File: config.mk
export PLATFORM = sky130hd
export DESIGN_NAME = dispscan
export DESIGN_NICKNAME = d
export VERILOG_FILES = /design/src/rtl/dispscan.sv
export SDC_FILE = /design/constraint.sdc
export NUM_CORES = 1
export LEC_CHECK = 0
export ABC_AREA = 0
export CAP_MARGIN = 20
export CORE_MARGIN = 4
export CORE_UTILIZATION = 50
export DETAILED_ROUTE_END_ITERATION = 16
export DONT_BUFFER_PORTS = 1
export GPL_ROUTABILITY_DRIVEN = 1
export PLACE_DENSITY = 0.67
export SKIP_CTS_REPAIR_TIMING = 1
export SLEW_MARGIN = 5
export SYNTH_ARGS = -nofsm -noshare
export SYNTH_HDL_FRONTEND = slang
export SYNTH_SLANG_ARGS = --single-unit
File: constraint.sdc
create_clock -name clk -period 2.3 [get_ports clk]
set_clock_uncertainty 0.05 [all_clocks]
set_input_delay 0.345 -clock clk [delete_from_list [all_inputs] [get_ports clk]]
set_output_delay 0.345 -clock clk [all_outputs]
set_load 0.02 [all_outputs]
File: src/rtl/dispscan.sv
// Four-digit multiplexed 7-segment scanner with frame snapshot, leading-zero
// blanking and frame-counted digit blinking. All outputs are registered.
module dispscan #(
  parameter int unsigned BLINK_FRAMES = 32
) (
  input  logic        clk,
  input  logic        rst,
  input  logic        scan_en,
  input  logic [15:0] dig,
  input  logic [3:0]  dp_in,
  input  logic        blink_en,
  input  logic [3:0]  blink_mask,
  input  logic        lzb,
  output logic [3:0]  an,
  output logic [6:0]  seg,
  output logic        dp
);

  localparam logic [7:0] LastFrame = 8'(BLINK_FRAMES - 1);
  localparam logic [6:0] SegBlank  = 7'h7F;

  logic [1:0]  idx_q, idx_d;
  logic [15:0] snap_q, snap_d;
  logic [3:0]  snapDp_q, snapDp_d;
  logic [7:0]  fcnt_q, fcnt_d;
  logic        bph_q, bph_d;
  logic [3:0]  an_q, an_d;
  logic [6:0]  seg_q, seg_d;
  logic        dp_q, dp_d;

  logic        wrap;
  logic [3:0]  curDigit;
  logic        blank;

  function automatic logic [6:0] bcdToSeg(input logic [3:0] value);
    logic [6:0] s;
    case (value)
      4'd0:    s = 7'h40;
      4'd1:    s = 7'h79;
      4'd2:    s = 7'h24;
      4'd3:    s = 7'h30;
      4'd4:    s = 7'h19;
      4'd5:    s = 7'h12;
      4'd6:    s = 7'h02;
      4'd7:    s = 7'h78;
      4'd8:    s = 7'h00;
      4'd9:    s = 7'h10;
      default: s = 7'h3F;
    endcase
    return s;
  endfunction

  // Snapshot and frame counter advance only at the 3->0 wrap so a frame never tears.
  always_comb begin
    wrap     = scan_en && (idx_q == 2'd3);
    idx_d    = scan_en ? idx_q + 2'd1 : idx_q;
    snap_d   = wrap ? dig : snap_q;
    snapDp_d = wrap ? dp_in : snapDp_q;
    fcnt_d   = fcnt_q;
    bph_d    = bph_q;
    if (wrap) begin
      if (fcnt_q == LastFrame) begin
        fcnt_d = 8'd0;
        bph_d  = ~bph_q;
      end else begin
        fcnt_d = fcnt_q + 8'd1;
      end
    end
  end

  // Output stage works from the pre-edge index, hence the one-clock lag behind idx.
  always_comb begin
    curDigit = snap_q[{idx_q, 2'b00} +: 4];
    blank    = (blink_en && blink_mask[idx_q] && !bph_q)
            || (lzb && (idx_q == 2'd3) && (snap_q[15:12] == 4'd0));
    an_d     = ~(4'b0001 << idx_q);
    seg_d    = bcdToSeg(curDigit);
    dp_d     = ~snapDp_q[idx_q];
    if (blank) begin
      seg_d = SegBlank;
      dp_d  = 1'b1;
    end
  end

  always_ff @(posedge clk) begin
    if (rst) begin
      idx_q    <= 2'd0;
      snap_q   <= 16'd0;
      snapDp_q <= 4'd0;
      fcnt_q   <= 8'd0;
      bph_q    <= 1'b1;
      an_q     <= 4'b1111;
      seg_q    <= SegBlank;
      dp_q     <= 1'b1;
    end else begin
      idx_q    <= idx_d;
      snap_q   <= snap_d;
      snapDp_q <= snapDp_d;
      fcnt_q   <= fcnt_d;
      bph_q    <= bph_d;
      an_q     <= an_d;
      seg_q    <= seg_d;
      dp_q     <= dp_d;
    end
  end

  assign an  = an_q;
  assign seg = seg_q;
  assign dp  = dp_q;

endmodule

==> flow_summary.toml, run 1 <==
[floorplan]
ios = 41
coreArea_um2 = 3661
fp.dieW_um = 69.45
fp-row-count = 22
die-area_um2 = 4823
start_util_pct = 51.57
die_h_um = 69.45

[sta]
post-route-period-util_pct = 88.27
min_period_ns = 2.030
finalSetupViolCount = 0
max_freq_mhz = 492.6
worstMarginPinSlew_ns = 0.5448
hold_viol_final = 0
slew_headroom_pct = 63.17
rsz0062_at_grt = "no"
slew_viol_final = 0
setup_tns_ns = 0

[clock_tree]
insertion_delay_ns = 0.29
cts-root-buf = "clkbuf_8"
clock_sinks = 43
tritoncts = "yes"
numCtsBuffers = 5
cts_max_level = 2
clockBufferDepth = 2
clk_pin_slew_ns = 0.07

[worst_setup_path]
crit_fanout = 10
cp_data_arrival_time_ns = 2.16
worst-setup-path-type = "flip-flop to flip-flop"
r2r_cells = 5
crit_required_ns = 2.43
crit_chain = "ha_1 > nand4_1 > nor4b_1 > or2_2 > a21oi_1"
crit_slowest_cell = "dfxtp_1"
end_kind = "flip-flop"
worstReg2RegEnd = "fcnt_q[3]$_SDFFE_PP0P_"
cpPeakStageDelay_ns = 0.55
rrSetupSlack_ns = 0.27
r2r_start = "idx_q[1]$_SDFFE_PP0P_"
worstSetupStartpointType = "flip-flop"

[layout]
multiInputGateArea_um2 = 948.4
nNetsFinal = 247
antenna_cells = 0
syn_to_final_growth_pct = 6.229
fillers = 349
drive_gt1_share_pct = 8.696
register_area_um2 = 860.8

[yosys]
synth_edf_count = 0
synth_compound_gate_area_share_pct = 10.74
synth_top_area_share_pct = 45.59
syn_nets = 247
synth_xor_area_share_pct = 3.247
synth_cells = 207
synth_top_family_by_area = "simple AND/OR/NAND/NOR gates"
synthFlopType = "dfxtp_1"
yosys-top-cells-area = "dfxtp_1 46%, nand2_1 9.7%, ha_1 7.3%"
yosys.area_share.simple_pct = 19.48
synth_seq_area_share_pct = 45.59
yosysTopAreaCell = "dfxtp_1"
yosysWarnings = 0
synthArstFlopShare_pct = 0
post_synth.cell_area_avg_um2 = 9.121
synth_fa_ha_area_share_pct = 7.290
synth_common_cells = "49 x nand2_1, 43 x dfxtp_1, 26 x a21oi_1"
syn_area_um2 = 1888
yosysMostFrequentCell = "nand2_1"
ys_types = 31
ys_ff_latch = 43
synthMuxAreaShare_pct = 9.476

[flow_run]
max-cap-violations = 0

[pwr]
intPower_uw = 1033
seq_power_share_pct = 59.7
worst_ir_drop_vdd_v = 0.0004158
swShare_pct = 22.32
leakagePower_uw = 0.0007316
switchingPower_uw = 297.0
cellPowerDensity_nw_per_um2 = 663.3
finalPower_uw = 1330
power_frac_comb_pct = 5.0
clkPwrFrac_pct = 35.4

[grt]
track_usage_pct = 16.02
grt_start_max_net_pins = 34
grt_overflow_total = 0
antenna_found_initial = 0
grt_pass1_vias = 1291
grt_pass1_wl_um = 6127

[routing]
wire_per_inst_um = 14.19
postRouteAntennaNets = 0
drt_iter0_drc = 91
wl_um = 3618
vias_per_cell = 5.388
drt_first_pass_iters = 4
vias = 1374
drc = 0

[hold_path]
min_path_cells = 1
hp-class = "input pin to flip-flop"
min_from = "rst"
hold_end = "fcnt_q[6]$_SDFFE_PP0P_"

[placement]
port_buffers = 0
gp_congestion = 0.7516
place_hpwl_um = 2778

[run_status]
status = "finished, final reports clean"
[cells by family (layout without fill, tap and decap cells)]
group | after synthesis | in the layout
AND/OR/NAND/NOR | 83 | 83
flip-flops | 43 | 43
AO/OA/AOI/OAI | 37 | 37
buffers and inverters | 17 | 17
adder cells (fa/ha/maj) | 11 | 11
multiplexers | 9 | 9
XOR/XNOR | 7 | 7
[sequential cells by signal (all words and copies together) (netlist names)]
signal	flops
an	4
bph_q	1
dp	1
fcnt_q	8
idx_q	2
seg	7
snapDp_q	4
snap_q	16
[placed cells by master, fill, tap and decap left out, drive strengths merged, types with 6 or more instances in the layout]
| cell type | n |
|---|---|
| nand2 | 49 |
| dfxtp | 43 |
| a21oi | 26 |
| nor2 | 11 |
| ha | 11 |
| inv | 7 |
| nand2b | 7 |
| o21ai | 6 |
| clkbuf | 6 |
| mux4 | 6 |
[per-layer routing]
layer	part of all wire [%]	wire length, um	global-route usage [%]
met1	44	1590	20.20
met2	47	1700	25.00
met3	7.4	267	5.507
met4	1.7	60	6.508
met5	0	0	0
[cell type report]
cell class	instances	area share, %
clock buffer	6	4.117
tap	48	2.994
multi-input combinational	147	47.29
timing repair buffer	3	1.123
clock inverter	1	0.2495
inverter	7	1.310
sequential	43	42.92
[power groups by stage]
| stage | Clock (uW) | Sequential, uW | Combinational, uW |
|---|---|---|---|
| floorplan | 0 | 805 | 69.1 |
| global route | 524 | 796 | 74.9 |
| finish | 470 | 794 | 66.1 |
| global placement | 0 | 811 | 65.0 |
| detailed placement | 0 | 812 | 67.0 |
| CTS | 485 | 794 | 67.1 |
[through the flow]
step           hold slack (ns)  utilization [%]  worst slack [ns]  area (um2)  std cells
6_report               0.06463            54.78            0.2699        2006        255
5_1_grt                0.04639            54.78            0.1178        2006        255
4_1_cts                0.05438            54.78            0.2515        2006        255
3_5_place_dp            0.3694            52.39            0.2602        1918        248
3_3_place_gp            0.3680            52.39            0.3510        1918        248
2_1_floorplan           0.3815                -            0.2799        1888        207
[critical path: cells and delay by family, from the launching register on]
kind / cells / cell delay, ns
AO/OA/AOI/OAI: 1 / 0.05
adder cells (fa/ha/maj): 1 / 0.31
flip-flops: 1 / 0.55
AND/OR/NAND/NOR: 3 / 0.95
[worst max-delay path by stage]
stage                     slack, ns             startpoint                endpoint  cells after the start
after CTS                      0.25  idx_q[1]$_SDFFE_PP0P_  fcnt_q[3]$_SDFFE_PP0P_                      5
after global placement         0.35  idx_q[0]$_SDFFE_PP0P_       seg[4]$_SDFF_PP1_                      7
after floorplan                0.28  idx_q[0]$_SDFFE_PP0P_       seg[4]$_SDFF_PP1_                      8
final                          0.27  idx_q[1]$_SDFFE_PP0P_  fcnt_q[3]$_SDFFE_PP0P_                      5
after detailed placement       0.26  idx_q[1]$_SDFFE_PP0P_  fcnt_q[3]$_SDFFE_PP0P_                      5
after global routing           0.12  idx_q[0]$_SDFFE_PP0P_       seg[5]$_SDFF_PP1_                      7
(Power assumes the default switching activity.)
==> inputs of run 2 (changes only) <==
--- a/config.mk
+++ b/config.mk
@@ -5,14 +5,13 @@
 export SDC_FILE = /design/constraint.sdc
 export NUM_CORES = 1
 export LEC_CHECK = 0
-export ABC_AREA = 0
 export CAP_MARGIN = 20
 export CORE_MARGIN = 4
 export CORE_UTILIZATION = 50
 export DETAILED_ROUTE_END_ITERATION = 16
 export DONT_BUFFER_PORTS = 1
 export GPL_ROUTABILITY_DRIVEN = 1
-export PLACE_DENSITY = 0.67
+export PLACE_DENSITY = 0.75
 export SKIP_CTS_REPAIR_TIMING = 1
 export SLEW_MARGIN = 5
 export SYNTH_ARGS = -nofsm -noshare
==> flow_summary.toml, run 2 (synthesis results as in run 1) <==
[floorplan]
die-area_um2 = 4823
ios = 41
start_util_pct = 51.57
coreArea_um2 = 3661
fp-row-count = 22
fp.dieW_um = 69.45
die_h_um = 69.45

[routing]
wire_per_inst_um = 13.79
drc = 0
drt_first_pass_iters = 4
drt_iter0_drc = 82
vias_per_cell = 5.307
vias = 1364
wl_um = 3545
postRouteAntennaNets = 0

[placement]
gp_congestion = 0.7587
dp_cells = 249
port_buffers = 0
place_hpwl_um = 2557

[sta]
min_period_ns = 2.080
finalSetupViolCount = 0
max_freq_mhz = 480.7
slew_viol_final = 0
post-route-period-util_pct = 90.45
setup_tns_ns = 0
worstMarginPinSlew_ns = 0.4279
rsz0062_at_grt = "no"
hold_viol_final = 0
slew_headroom_pct = 71.07

[worst_setup_path]
r2r_cells = 7
cp_data_arrival_time_ns = 2.20
end_kind = "flip-flop"
crit_family = "multiplexers"
crit_chain = "mux4_1 > inv_1 > ha_1 > inv_1 > mux2_2 > o2bb2ai_1 > nand2_1"
crit_slowest_cell = "mux4_1"
crit_fanout = 5
setup.worst_path.end = "seg[4]$_SDFF_PP1_"
r2r_start = "idx_q[0]$_SDFFE_PP0P_"
crit_path_start = "idx_q[0]$_SDFFE_PP0P_"
cpPeakStageDelay_ns = 0.67
worst-setup-path-type = "flip-flop to flip-flop"
worstReg2RegEnd = "seg[4]$_SDFF_PP1_"
critPathBufInv = 2
crit_required_ns = 2.42
crit_top_cell = "inv_1"
worstSetupStartpointType = "flip-flop"
path_depth = 7
rrSetupSlack_ns = 0.22

[clock_tree]
tritoncts = "yes"
cts-root-buf = "clkbuf_8"
numCtsBuffers = 5
clockBufferDepth = 2
insertion_delay_ns = 0.29
cts_max_level = 2
clock_sinks = 43
clk_pin_slew_ns = 0.07

[hold_path]
hp-class = "input pin to flip-flop"

[layout]
regMostFlops = "snap_q"
antenna_cells = 0
drive_gt1_share_pct = 9.091
syn_to_final_growth_pct = 7.289
largest_reg_flops = 16
layout.cells.non_filler = 257
mostFrequentLayoutCell = "nand2_1"
mostFrequentLayoutCells = "49 x nand2_1, 43 x dfxtp_1, 26 x a21oi_1"
nNetsFinal = 248

[run_status]
status = "finished, final reports clean"

[pwr]
worst_ir_drop_vdd_v = 0.0003871
cellPowerDensity_nw_per_um2 = 675.4
finalPower_uw = 1368
leakagePower_uw = 0.0007415

[grt]
antenna_found_initial = 0
grt_pass1_vias = 1283
grt_pass1_wl_um = 5975
grt_start_max_net_pins = 34
grt_overflow_total = 0
track_usage_pct = 15.51

[flow_run]
max-cap-violations = 0
-- run 2: cell count changes in the layout (fill, tap and decap cells not counted) --
cell / previous run / this run
clkinv_2: 1 / 0
buf_4: 3 / 4
clkbuf_8: 6 / 7
clkbuf_1: 0 / 1
-- run 2: metal layers --
layer	part of all wire, %	global-route usage (%)	vias to the layer above
met4	1.8	5.857	0
met1	47	20.22	624
met3	6.6	6.667	7
li1	-	-	693
met2	44	22.67	40
met5	0	0	-
-- run 2: metrics by stage --
step | hold slack (ns) | util, % | worst slack [ns] | instance area, um2
final | 0.06320 | 55.33 | 0.2197 | 2026
after global routing | 0.04543 | 55.33 | 0.09688 | 2026
after CTS | 0.04952 | 55.33 | 0.2202 | 2026
after detailed placement | 0.3714 | 52.60 | 0.2329 | 1926
after global placement | 0.3688 | 52.60 | 0.2926 | 1926
after floorplan | 0.3815 | - | 0.2799 | 1888
-- run 2: worst min path at each step --
stage,end,slack [ns],cells after the start,from
global route,snap_q[15]$_SDFFE_PP0P_,0.05,1,rst
CTS,snapDp_q[0]$_SDFFE_PP0P_,0.05,1,rst
detailed placement,snapDp_q[0]$_SDFFE_PP0P_,0.37,1,rst
finish,fcnt_q[4]$_SDFFE_PP0P_,0.06,1,rst
floorplan,snapDp_q[1]$_SDFFE_PP0P_,0.38,2,snapDp_q[1]$_SDFFE_PP0P_
global placement,snapDp_q[3]$_SDFFE_PP0P_,0.37,1,rst
-- run 2: area by class of cell --
type | instances | area (um2)
Clock buffer | 8 | 100.1
Fill cell | 330 | 1635
Inverter | 7 | 26.28
Multi-Input combinational cell | 147 | 948.4
Sequential cell | 43 | 860.8
Tap cell | 48 | 60.06
Timing Repair Buffer | 4 | 30.03
-- run 2: power by group --
group	internal (uW)	leakage (uW)	total, uW	switching (uW)
Sequential	764	0.000350	795	30.2
Combinational	34.2	0.000340	67.0	32.7
Clock	274	0.0000515	507	233
Total	1070	0.000741	1370	296
==> inputs of run 3 (changes only) <==
--- a/config.mk
+++ b/config.mk
@@ -8,6 +8,7 @@
 export CAP_MARGIN = 20
 export CORE_MARGIN = 4
 export CORE_UTILIZATION = 50
+export CTS_CLUSTER_DIAMETER = 80
 export DETAILED_ROUTE_END_ITERATION = 16
 export DONT_BUFFER_PORTS = 1
 export GPL_ROUTABILITY_DRIVEN = 1
==> results of run 3 <==
The final DEF is identical to that of run 2; final timing and power are the same.
